<file path="config.mk">
export PLATFORM = sky130hd
export DESIGN_NAME = program_counter
export DESIGN_NICKNAME = d
export VERILOG_FILES = /design/src/rtl/program_counter.sv
export SDC_FILE = /design/constraint.sdc
export NUM_CORES = 1
export LEC_CHECK = 0
export BUFFER_PORTS_ARGS = -buffer_cell sky130_fd_sc_hd__clkbuf_2
export CAP_MARGIN = 20
export CORE_UTILIZATION = 35
export DETAILED_ROUTE_END_ITERATION = 8
export HOLD_SLACK_MARGIN = 0.05
export PLACE_DENSITY = 0.59
export SLEW_MARGIN = 15
export SYNTH_ARGS = -nofsm -noshare
export SYNTH_HDL_FRONTEND = slang
export SYNTH_SLANG_ARGS = --single-unit
</file>
<file path="constraint.sdc">
create_clock -name clk -period 3.8 [get_ports clk]
set_input_delay 0.38 -clock clk [delete_from_list [all_inputs] [get_ports clk]]
set_output_delay 0.38 -clock clk [all_outputs]
set_load 0.005 [all_outputs]
</file>
<file path="src/rtl/program_counter.sv">
// Hack-style program counter with gate-level flag, jump-condition and incrementer logic.
// Only the pc/taken/halted registers are behavioural; WIDTH must be a multiple of 8.

module gate_nand (
    input  logic a,
    input  logic b,
    output logic y
);
    assign y = ~(a & b);
endmodule

module gate_not (
    input  logic a,
    output logic y
);
    gate_nand u_nand (.a(a), .b(a), .y(y));
endmodule

module gate_and (
    input  logic a,
    input  logic b,
    output logic y
);
    logic n_s;
    gate_nand u_nand (.a(a), .b(b), .y(n_s));
    gate_not  u_not  (.a(n_s), .y(y));
endmodule

module gate_or (
    input  logic a,
    input  logic b,
    output logic y
);
    logic na_s;
    logic nb_s;
    gate_not  u_na   (.a(a), .y(na_s));
    gate_not  u_nb   (.a(b), .y(nb_s));
    gate_nand u_nand (.a(na_s), .b(nb_s), .y(y));
endmodule

module gate_xor (
    input  logic a,
    input  logic b,
    output logic y
);
    logic n_ab_s;
    logic n_a_s;
    logic n_b_s;
    gate_nand u_n0 (.a(a), .b(b), .y(n_ab_s));
    gate_nand u_n1 (.a(a), .b(n_ab_s), .y(n_a_s));
    gate_nand u_n2 (.a(b), .b(n_ab_s), .y(n_b_s));
    gate_nand u_n3 (.a(n_a_s), .b(n_b_s), .y(y));
endmodule

module gate_mux (
    input  logic a,
    input  logic b,
    input  logic sel,
    output logic y
);
    logic nsel_s;
    logic pa_s;
    logic pb_s;
    gate_not u_ns (.a(sel), .y(nsel_s));
    gate_and u_pa (.a(a), .b(nsel_s), .y(pa_s));
    gate_and u_pb (.a(b), .b(sel), .y(pb_s));
    gate_or  u_o  (.a(pa_s), .b(pb_s), .y(y));
endmodule

module gate_or8way (
    input  logic [7:0] in,
    output logic       y
);
    logic o01_s;
    logic o23_s;
    logic o45_s;
    logic o67_s;
    logic o03_s;
    logic o47_s;
    gate_or u_o01 (.a(in[0]), .b(in[1]), .y(o01_s));
    gate_or u_o23 (.a(in[2]), .b(in[3]), .y(o23_s));
    gate_or u_o45 (.a(in[4]), .b(in[5]), .y(o45_s));
    gate_or u_o67 (.a(in[6]), .b(in[7]), .y(o67_s));
    gate_or u_o03 (.a(o01_s), .b(o23_s), .y(o03_s));
    gate_or u_o47 (.a(o45_s), .b(o67_s), .y(o47_s));
    gate_or u_o07 (.a(o03_s), .b(o47_s), .y(y));
endmodule

// One Or8Way per byte, then the byte results are chained through Or gates.
module gate_or_reduce #(
    parameter int WIDTH = 16
) (
    input  logic [WIDTH-1:0] in,
    output logic             y
);
    localparam int GROUPS = WIDTH / 8;

    for (genvar g = 0; g < GROUPS; g++) begin : g_grp
        logic grp;
        logic acc;
        gate_or8way u_or8 (.in(in[8*g +: 8]), .y(grp));
        if (g == 0) begin : g_first
            assign acc = grp;
        end else begin : g_chain
            gate_or u_or (.a(g_grp[g-1].acc), .b(grp), .y(acc));
        end
    end

    assign y = g_grp[GROUPS-1].acc;
endmodule

module program_counter #(
    parameter int               WIDTH     = 16,
    parameter logic [WIDTH-1:0] RESET_VEC = {WIDTH{1'b0}}
) (
    input  logic             clk,
    input  logic             rst_n,
    input  logic             en,
    input  logic             jump_valid,
    input  logic [2:0]       jmp,
    input  logic [WIDTH-1:0] alu_out,
    input  logic [WIDTH-1:0] a_reg,
    output logic [WIDTH-1:0] pc,
    output logic             zr,
    output logic             ng,
    output logic             taken,
    output logic             halted
);
    logic [WIDTH-1:0] pc_r;
    logic             taken_r;
    logic             halted_r;

    logic             alu_any_s;
    logic             lt_s;
    logic             eq_s;
    logic             gt_s;
    logic             nzr_s;
    logic             nng_s;
    logic             pos_s;
    logic             le_s;
    logic             cond_s;
    logic             take_s;
    logic [WIDTH-1:0] inc_s;
    logic [WIDTH-1:0] pc_next_s;
    logic [WIDTH-1:0] diff_s;
    logic             differ_s;
    logic             same_s;
    logic             self_loop_s;

    gate_or_reduce #(.WIDTH(WIDTH)) u_alu_or (.in(alu_out), .y(alu_any_s));
    gate_not u_zr (.a(alu_any_s), .y(zr));
    assign ng = alu_out[WIDTH-1];

    // gt means strictly positive: neither zero nor negative.
    gate_not u_nzr (.a(zr), .y(nzr_s));
    gate_not u_nng (.a(ng), .y(nng_s));
    gate_and u_pos (.a(nzr_s), .b(nng_s), .y(pos_s));
    gate_and u_lt  (.a(jmp[2]), .b(ng), .y(lt_s));
    gate_and u_eq  (.a(jmp[1]), .b(zr), .y(eq_s));
    gate_and u_gt  (.a(jmp[0]), .b(pos_s), .y(gt_s));
    gate_or  u_le  (.a(lt_s), .b(eq_s), .y(le_s));
    gate_or  u_cnd (.a(le_s), .b(gt_s), .y(cond_s));
    gate_and u_tk  (.a(jump_valid), .b(cond_s), .y(take_s));

    // Ripple incrementer: each bit's carry-in is the AND of all lower pc bits.
    for (genvar i = 0; i < WIDTH; i++) begin : g_inc
        logic cin;
        if (i == 0) begin : g_c0
            assign cin = 1'b1;
        end else begin : g_cn
            gate_and u_c (.a(pc_r[i-1]), .b(g_inc[i-1].cin), .y(cin));
        end
        gate_xor u_s   (.a(pc_r[i]), .b(cin), .y(inc_s[i]));
        gate_mux u_mux (.a(inc_s[i]), .b(a_reg[i]), .sel(take_s), .y(pc_next_s[i]));
        gate_xor u_d   (.a(pc_r[i]), .b(a_reg[i]), .y(diff_s[i]));
    end

    gate_or_reduce #(.WIDTH(WIDTH)) u_diff_or (.in(diff_s), .y(differ_s));
    gate_not u_same (.a(differ_s), .y(same_s));
    gate_and u_self (.a(take_s), .b(same_s), .y(self_loop_s));

    // State registers: reset beats stall, stall beats jump/increment.
    always_ff @(posedge clk) begin
        if (!rst_n) begin
            pc_r     <= RESET_VEC;
            taken_r  <= 1'b0;
            halted_r <= 1'b0;
        end else if (en) begin
            pc_r     <= pc_next_s;
            taken_r  <= take_s;
            halted_r <= halted_r | self_loop_s;
        end else begin
            pc_r     <= pc_r;
            taken_r  <= taken_r;
            halted_r <= halted_r;
        end
    end

    assign pc     = pc_r;
    assign taken  = taken_r;
    assign halted = halted_r;
endmodule
</file>
Yosys cells after proc, flatten, opt, wreduce, memory -nomap -nowiden
Cells that the tools add are included.
{"block": "classes", "eq_ne": 0, "n_lt_le_gt_ge": 0, "div_mod_pow": 0, "mul": 0, "bitwise": 390, "mux": 0, "add_sub_neg": 0, "n_shift": 0, "reduce_logical": 0}
{"op": "$and 1x1->1", "count": 210}
{"op": "$not 1->1", "count": 179}
{"op": "$or 1x1->1", "count": 1}
{"block": "totals", "ram_bits": 0, "latch_bits": 0, "elab_cells": 393, "out_inout_bits": 20, "rom_bits": 0, "mem_count": 0, "register_bits": 18, "inputBits": 39}

Longest topological paths before layout
Gate-level depths: netlist of the first run.
{"block": "logic_depth", "depth_word": 24, "mapped_depth": 18, "mapped_depth_nobuf": 18}

By module
A second synthesis of the first run with hierarchy kept.
{"block": "hier_totals", "cells_unflattened": 457, "area_unflattened_um2": 2188.3}
{"module": "gate_nand", "seq_area_each_um2": 0.0, "cells_per_inst": 1, "n_inst": 398, "area_per_inst_um2": 3.8}
{"module": "program_counter", "seq_area_each_um2": 360.3, "cells_per_inst": 59, "n_inst": 1, "area_per_inst_um2": 694.4}

Least setup slack after synthesis of the first run
Ideal clock, no wire load.
{"block": "synth_path", "path_type": "register -> register", "from": "register pc_r[0] (netlist: pc[0])", "to": "register pc_r[15] (netlist: pc[15])", "required_ns": 3.721, "n_path_buf": 0, "arrival_ns": 3.070, "path_stages_with_launch": 18, "setup_slack_ns": 0.651, "path_cell_list": "dfxtp_1 > ha_1 > ha_1 > ha_1 > ha_1 > ha_1 > ha_1 > ha_1 > ha_1 > ha_1 > ha_1 > ha_1 > ha_1 > ha_1 > ha_1 > mux2i_1 > nand2_1 > o211ai_1"}
{"block": "synth_between", "elab_chain_cells": 24}
{"element": "start, declared", "line_no": "129", "rtl": "logic [WIDTH-1:0] pc_r;"}
{"element": "start signal, assigned", "line_no": "189", "rtl": "pc_r <= pc_next_s;"}
{"element": "start signal, assigned", "line_no": "193", "rtl": "pc_r <= pc_r;"}
{"element": "$and 1x1->1 * (14 in series)", "line_no": "9", "rtl": "assign y = ~(a & b);"}
{"element": "$and 1x1->1", "line_no": "9"}
{"element": "$not 1->1", "line_no": "9"}
{"element": "$and 1x1->1", "line_no": "9"}
{"element": "$not 1->1", "line_no": "9"}
{"element": "$and 1x1->1 *", "line_no": "9"}
{"element": "$not 1->1 *", "line_no": "9"}
{"element": "$and 1x1->1 *", "line_no": "9"}
{"element": "$not 1->1 *", "line_no": "9"}
{"element": "$and 1x1->1 *", "line_no": "9"}
{"element": "$not 1->1 *", "line_no": "9"}
Every way passes the cells marked *; elsewhere a longest branch is shown, timed or not.
A chain may end at the register's enable or synchronous reset.

Final worst setup path of the first run
Same ends and word-level chain as after synthesis.

==> impl_metrics.sql, run 1 <==
INSERT INTO impl_metrics (metric_group, metric, value, unit) VALUES
('power', 'power.density_cell_area', '305', 'nW/um2'),
('power', 'switching_fraction', '27.5', '%'),
('synth', 'dominantRegCellSynth', 'sky130_fd_sc_hd__dfxtp_1', ''),
('synth', 'synth-edff-count', '0', ''),
('floorplanning', 'num_io_pins', '59', ''),
('cells_and_area', 'final.fill_count', '384', ''),
('power', 'p_seq_share', '44.8', '%'),
('route', 'num_vias', '1154', ''),
('timing', 'period_share', '88.9', '%'),
('cells_and_area', 'instances_no_fill', '231', ''),
('setup_path', 'critical_path.top_delay_family', 'adder cells', ''),
('global_routing', 'grt_overflow', '0', ''),
('clocking', 'ctsHoldBuffers', '0', ''),
('cells_and_area', 'n_antenna_cell', '0', ''),
('setup_path', 'cp.arrival', '3.55', 'ns'),
('clocking', 'post_cts_resize_count', '0', ''),
('clocking', 'postCtsSetupBuffers', '0', ''),
('power', 'p_int', '351', 'uW'),
('synth', 'synth_common_cells', '18 x sky130_fd_sc_hd__dfxtp_1, 17 x sky130_fd_sc_hd__buf_4, 16 x sky130_fd_sc_hd__mux2i_1, 16 x sky130_fd_sc_hd__o21ai_0', ''),
('floorplanning', 'core.rowCount', '22', ''),
('route', 'detail_route.vias_per_cell', '5.00', ''),
('power', 'peakVddDrop', '0.123', 'mV'),
('synth', 'synth_largest_area_cell', 'sky130_fd_sc_hd__dfxtp_1', ''),
('setup_path', 'slowest_delay', '0.35', 'ns'),
('clocking', 'clockBufferDepth', '2', ''),
('global_routing', 'grt_max_degree', '36', ''),
('floorplanning', 'initial_core_util', '36.6', '%'),
('place', 'dpl.cell_count', '227', ''),
('job', 'timing.max_cap.violations', '0', ''),
('place', 'buffer_ports.inserted', '58', ''),
('clocking', 'tritoncts.num_buffers', '3', ''),
('global_routing', 'grt_pass1_vias', '1133', ''),
('synth', 'synth_top_area_share', '26.7', '%'),
('setup_path', 'critical_path_buf_inv_count', '0', ''),
('route', 'drt-total-wl', '2.85', 'mm'),
('power', 'share_comb_of_total_power', '22.7', '%'),
('floorplanning', 'die-height', '64.1', 'um'),
('clocking', 'clock_insertion_delay_at_the_later_pin_of_the_skew_report', '0.25', 'ns'),
('timing', 'setup_tns', '0', 'ns'),
('power', 'p_leak', '0.753', 'nW'),
('place', 'placement.cell_area', '1540', 'um2'),
('floorplanning', 'die_wd', '64.1', 'um'),
('timing', 'maxClockFrequency', '296', 'MHz'),
('clocking', 'deepest_level_of_the_cts_h_tree', '1', ''),
('timing', 'grt_setup_unrepaired', 'false', ''),
('power', 'netSwitchingPower', '133', 'uW'),
('route', 'postRouteAntennaNets', '0', ''),
('place', 'gp_routability_congestion', '0.801', ''),
('route', 'drt_iter0_markers', '18', ''),
('clocking', 'clock_sinks', '18', ''),
('timing', 'endpoints_failing_hold', '0', ''),
('cells_and_area', 'postLayoutCoreUtil', '43.1', '%'),
('timing', 'finClkSkew', '0.00587', 'ns'),
('setup_path', 'critPathCaptureType', 'register', ''),
('setup_path', 'critical_path.slowest_cell', 'sky130_fd_sc_hd__dfxtp_1', ''),
('synth', 'postSynthRegisterBits', '18', ''),
('floorplanning', 'floorplan.die_area', '4110', 'um2'),
('setup_path', 'start_kind', 'register', ''),
('cells_and_area', 'fin_nets', '237', ''),
('clocking', 'cts_root_buffer', 'sky130_fd_sc_hd__clkbuf_8', ''),
('synth', 'post_synth_instance_area', '1350', 'um2'),
('route', 'drt_drc_violations_left', '0', ''),
('timing', 'slew_headroom', '60.8', '%'),
('global_routing', 'antenna_found_initial', '0', ''),
('hold_path', 'min-delay-path-class', 'in -> reg', ''),
('setup_path', 'critPathMaxFanout', '5', ''),
('timing', 'timing.final.setup_violations', '0', ''),
('status', 'outcome', 'finished clean', ''),
('synth', 'synthDistinctLibCells', '27', ''),
('synth', 'async_set_or_reset_flop_fraction_in_the_synthesized_netlist', '0', '%'),
('floorplanning', 'coreArea', '3690', 'um2');
kinds of logic (layout without fill, tap and decap cells):
kind of cell | Yosys count | in the layout | share of synthesized area (%)
xor+xnor | 16 | 16 | 10.4
simple gates | 20 | 20 | 10.8
compound gates | 34 | 34 | 13.3
fa+ha+maj | 14 | 14 | 13.0
mux | 17 | 17 | 12.9
buf+inv | 26 | 64 | 13.1
flops | 18 | 18 | 26.7
per-stage QoR:
stage	hold slack, ns	setup WS, ns	total power [mW]
finish	0.403	0.424	0.485
global route	0.405	0.255	0.513
CTS	0.401	0.404	0.493
detailed placement	0.510	0.433	0.333
global placement	0.472	0.529	0.330
floorplan	0.466	0.651	0.300
worst paths after layout:
kind / startpoint / end / slack (ns) / cells after the start
worst max-delay path: pc[0] / pc[15] / 0.42 / 17
worst min register to register: halted / halted / 0.52 / 1
worst max register to register: pc[0] / pc[15] / 0.42 / 17
worst min-delay path: a_reg[0] / pc[0] / 0.40 / 3
layout make-up:
class,instances,area [um2],area share (%)
clock buffer,4,55.1,3.46
multi-input combinational,101,813,51.1
tap,48,60.1,3.78
sequential,18,360,22.7
inverter,1,3.75,0.236
timing repair buffer,59,298,18.7
power groups by stage:
stage	combinational (mW)	sequential [mW]	clock (mW)
2_1_floorplan	0.0826	0.218	0
3_3_place_gp	0.109	0.220	0
3_5_place_dp	0.111	0.222	0
4_1_cts	0.112	0.217	0.163
5_1_grt	0.122	0.219	0.171
6_report	0.110	0.217	0.158
routing by layer:
| layer | up-vias | track usage, % | share of wire, % |
|---|---|---|---|
| met5 | - | 0 | 0 |
| met4 | 0 | 5.83 | 1.0 |
| met3 | 2 | 2.14 | 4.8 |
| met2 | 35 | 29.3 | 54 |
| met1 | 539 | 14.2 | 40 |
| li1 | 578 | - | - |
cell usage in the layout, fill, tap and decap left out:
| master | n |
|---|---|
| sky130_fd_sc_hd__a21oi_1 | 14 |
| sky130_fd_sc_hd__or2_1 | 1 |
| sky130_fd_sc_hd__and2b_2 | 1 |
| sky130_fd_sc_hd__a31oi_1 | 1 |
| sky130_fd_sc_hd__xnor2_1 | 13 |
| sky130_fd_sc_hd__o211ai_1 | 1 |
| sky130_fd_sc_hd__nand4_1 | 5 |
| sky130_fd_sc_hd__ha_1 | 14 |
| sky130_fd_sc_hd__nor4_1 | 1 |
| sky130_fd_sc_hd__dfxtp_1 | 18 |
| sky130_fd_sc_hd__clkbuf_2 | 58 |
| sky130_fd_sc_hd__nand2_1 | 3 |
| sky130_fd_sc_hd__nand3b_1 | 1 |
| sky130_fd_sc_hd__nor3_1 | 1 |
| sky130_fd_sc_hd__mux2i_1 | 16 |
| sky130_fd_sc_hd__mux2i_2 | 1 |
| sky130_fd_sc_hd__a32o_1 | 1 |
| sky130_fd_sc_hd__o21ai_1 | 1 |
| sky130_fd_sc_hd__buf_4 | 1 |
| sky130_fd_sc_hd__inv_1 | 1 |
| sky130_fd_sc_hd__nand3_1 | 1 |
| sky130_fd_sc_hd__clkbuf_8 | 4 |
| sky130_fd_sc_hd__xor2_1 | 3 |
| sky130_fd_sc_hd__o21ai_0 | 16 |
| sky130_fd_sc_hd__nor2b_1 | 1 |
| sky130_fd_sc_hd__and2_2 | 1 |
| sky130_fd_sc_hd__nor4_2 | 4 |
state kept, by name, indices dropped and copies added, names as in the netlist:
register,count
halted,1
taken,1
pc,16
tightest hold or removal path: stages:
cell and delay [ns]:
sky130_fd_sc_hd__clkbuf_2 0.10, sky130_fd_sc_hd__nand2_1 0.05, sky130_fd_sc_hd__a31oi_1 0.07
(Power assumes the default switching activity.)
==> run 2, diff against run 1 <==
- SETUP_SLACK_MARGIN: not set -> 0.5
==> run 2 against run 1 <==
Against the previous run:
- critical path depth did not move
- via count rose by 0.95%
- final cell count grew 0.87%
- worst hold slack worse by 0.00082 ns
- core utilization up 1.0 points
- clock skew about the same
- first-iteration DRC count is 67% higher
- count of clock-buffer cells in the layout stayed put
- combinational power rose by 4%
- register-to-register slack gained 0.21 ns
- fmax rose by 6.5%
- setup slack better by 0.21 ns
- critical path type unchanged
- critical endpoint unchanged
==> impl_metrics.sql, run 2 (synthesized netlist as in run 1, its figures left out) <==
INSERT INTO impl_metrics (metric_group, metric, value, unit) VALUES
('cells_and_area', 'instances_no_fill', '233', ''),
('cells_and_area', 'areaGrowthSynthToFinish', '20.6', '%'),
('power', 'p_leak', '0.742', 'nW'),
('clocking', 'tritoncts.num_buffers', '3', ''),
('cells_and_area', 'largest_register_ffs', '16', ''),
('timing', 'setup_tns', '0', 'ns'),
('status', 'outcome', 'finished clean', ''),
('timing', 'finalWorstPathRequiredPeriod', '3.17', 'ns'),
('cells_and_area', 'n_antenna_cell', '0', ''),
('global_routing', 'grt.total_usage', '14.6', '%'),
('setup_path', 'critPathCaptureType', 'register', ''),
('place', 'gp_routability_congestion', '0.801', ''),
('timing', 'timing.final.setup_violations', '0', ''),
('setup_path', 'setup.reg_to_reg.worst_slack', '0.63', 'ns'),
('cells_and_area', 'layout_commonest_cell', 'sky130_fd_sc_hd__clkbuf_2', ''),
('route', 'drt-total-wl', '2.89', 'mm'),
('power', 'p_int', '354', 'uW'),
('hold_path', 'hold_path_startpoint', 'a_reg[0]', ''),
('clocking', 'deepest_level_of_the_cts_h_tree', '1', ''),
('setup_path', 'reg2regPathDepth', '17', ''),
('route', 'route.detailed.wl_per_inst', '12.4', 'um'),
('setup_path', 'timing.critical_path.cells', 'ha_2 -> ha_2 -> ha_2 -> ha_1 -> ha_1 -> ha_1 -> ha_1 -> ha_2 -> ha_1 -> ha_2 -> ha_1 -> ha_2 -> ha_2 -> ha_2 -> mux2i_1 -> nand2_1 -> o211ai_1', ''),
('setup_path', 'slowest_delay', '0.33', 'ns'),
('hold_path', 'cell_depth_of_the_worst_min_delay_path', '3', ''),
('power', 'netSwitchingPower', '135', 'uW'),
('place', 'dp_slack', '0.433', 'ns'),
('job', 'timing.max_cap.violations', '0', ''),
('timing', 'finClkSkew', '0.00634', 'ns'),
('place', 'dpl.cell_count', '227', ''),
('global_routing', 'grt_pass1_vias', '1158', ''),
('global_routing', 'grt_pass1_wl', '4.70', 'mm'),
('floorplanning', 'die-height', '64.1', 'um'),
('setup_path', 'critical_path_buf_inv_count', '0', ''),
('timing', 'period_share', '83.4', '%'),
('setup_path', 'worst_r2r_endpoint', 'pc[15]', ''),
('route', 'drt_drc_violations_left', '0', ''),
('route', 'detail_route.vias_per_cell', '5.00', ''),
('floorplanning', 'initial_core_util', '36.6', '%'),
('global_routing', 'antenna_found_initial', '0', ''),
('cells_and_area', 'layout.cells.most_common_list', '58 x sky130_fd_sc_hd__clkbuf_2, 16 x sky130_fd_sc_hd__o21ai_0, 16 x sky130_fd_sc_hd__mux2i_1, 16 x sky130_fd_sc_hd__dfxtp_1, 14 x sky130_fd_sc_hd__a21oi_1', ''),
('route', 'postRouteAntennaNets', '0', ''),
('setup_path', 'critical_path.slowest_cell', 'sky130_fd_sc_hd__dfxtp_2', ''),
('power', 'p_clk_share', '32.3', '%'),
('setup_path', 'critPathKind', 'reg -> reg', ''),
('timing', 'maxSlewViolCount', '0', ''),
('route', 'firstDrtPassIters', '4', ''),
('setup_path', 'critical_path.top_delay_family', 'adder cells', ''),
('clocking', 'tritoncts_clock_tree', 'yes', ''),
('timing', 'postLayoutSetupSlackWorst', '0.630', 'ns'),
('power', 'peakVddDrop', '0.124', 'mV'),
('timing', 'maxClockFrequency', '315', 'MHz'),
('place', 'place_hpwl', '2.27', 'mm'),
('route', 'drt_iter0_markers', '30', ''),
('setup_path', 'critPathRequiredTime', '3.97', 'ns'),
('floorplanning', 'die_wd', '64.1', 'um'),
('setup_path', 'critical_path.reg2reg.startpoint', 'pc[0]', ''),
('cells_and_area', 'fin_nets', '239', ''),
('clocking', 'clock_sinks', '18', ''),
('timing', 'slew_headroom', '60.0', '%'),
('route', 'num_vias', '1165', ''),
('place', 'buffer_ports.inserted', '58', ''),
('hold_path', 'min-delay-path-class', 'in -> reg', ''),
('floorplanning', 'coreArea', '3690', 'um2'),
('setup_path', 'start_kind', 'register', ''),
('global_routing', 'grt_overflow', '0', ''),
('power', 'power.density_cell_area', '300', 'nW/um2'),
('floorplanning', 'floorplan.die_area', '4110', 'um2'),
('power', 'p_seq_share', '44.3', '%'),
('timing', 'endpoints_failing_hold', '0', ''),
('timing', 'grt_setup_unrepaired', 'false', ''),
('setup_path', 'critPathMaxFanout', '2', ''),
('clocking', 'cts_root_buffer', 'sky130_fd_sc_hd__clkbuf_8', ''),
('timing', 'worst-slew-pin-transition', '0.600', 'ns'),
('hold_path', 'whs_endpoint', 'pc[0]', ''),
('clocking', 'clock_pin_slew_on_the_worst_setup_and_hold_paths', '0.07', 'ns'),
('setup_path', 'cp.arrival', '3.34', 'ns'),
('global_routing', 'grt_max_degree', '36', ''),
('clocking', 'clock_insertion_delay_at_the_later_pin_of_the_skew_report', '0.25', 'ns'),
('power', 'share_comb_of_total_power', '23.4', '%'),
('power', 'switching_fraction', '27.5', '%'),
('floorplanning', 'core.rowCount', '22', ''),
('cells_and_area', 'drive_above_1_share', '44.3', '%'),
('clocking', 'clockBufferDepth', '2', ''),
('setup_path', 'timing.critical_path.mode_cell', 'sky130_fd_sc_hd__ha_2', ''),
('floorplanning', 'num_io_pins', '59', '');
-- run 2: changes by cell type in the layout (fill, tap and decap cells not counted) --
cell                      delta
sky130_fd_sc_hd__ha_2        +8
sky130_fd_sc_hd__ha_1        -8
sky130_fd_sc_hd__dfxtp_1     -2
sky130_fd_sc_hd__dfxtp_2     +2
sky130_fd_sc_hd__buf_4       +2
-- run 2: power by group through the flow --
stage                     clock (mW)  sequential [mW]  combinational (mW)
after floorplan                    0            0.218              0.0826
after global placement             0            0.220               0.109
after detailed placement           0            0.222               0.111
after CTS                      0.163            0.217               0.116
after global routing           0.171            0.219               0.127
final                          0.158            0.217               0.114
-- run 2: timing repair --
item | CTS | global route
pin swaps | 1 | 1
setup endpoints to repair | 2 | 2
endpoints found under the hold margin | 0 | 0
gates resized for setup | 5 | 5
hold buffers | 0 | 0
setup buffers | 2 | 0
-- run 2: tightest hold or removal path, cell delays in order --
cell	delay [ns]
sky130_fd_sc_hd__clkbuf_2	0.10
sky130_fd_sc_hd__nand2_1	0.06
sky130_fd_sc_hd__a31oi_1	0.07
-- run 2: how the worst max path moves through the flow --
stage                     endpoint  cells after the start  start  slack (ns)
after global placement      pc[15]                     17  pc[0]        0.53
final                       pc[15]                     17  pc[0]        0.63
after CTS                   pc[15]                     17  pc[0]        0.50
after floorplan             pc[15]                     17  pc[0]        0.65
after global routing        pc[15]                     17  pc[0]        0.50
after detailed placement    pc[15]                     17  pc[0]        0.43
-- run 2: cell type report --
type                            count  area, um2
Clock buffer                        4       55.1
Fill cell                         378       2060
Inverter                            1       3.75
Multi-Input combinational cell    101        833
Sequential cell                    18        363
Tap cell                           48       60.1
Timing Repair Buffer               61        313
-- run 2: stage by stage --
step	power, mW	area [um2]	utilization [%]	hold WS [ns]
floorplan	0.300	1350	-	0.466
global placement	0.330	1540	41.6	0.472
detailed placement	0.333	1540	41.6	0.510
CTS	0.496	1620	43.8	0.393
global route	0.517	1630	44.1	0.409
finish	0.489	1630	44.1	0.402
-- run 2: per-layer routing --
metal  vias up  part of all wire [%]  global-route usage [%]
li1        583                     -                       -
met1       545                    40                    14.4
met2        35                    54                    29.8
met3         2                   4.7                    2.14
met4         0                   1.0                    5.83
met5         -                     0                       0
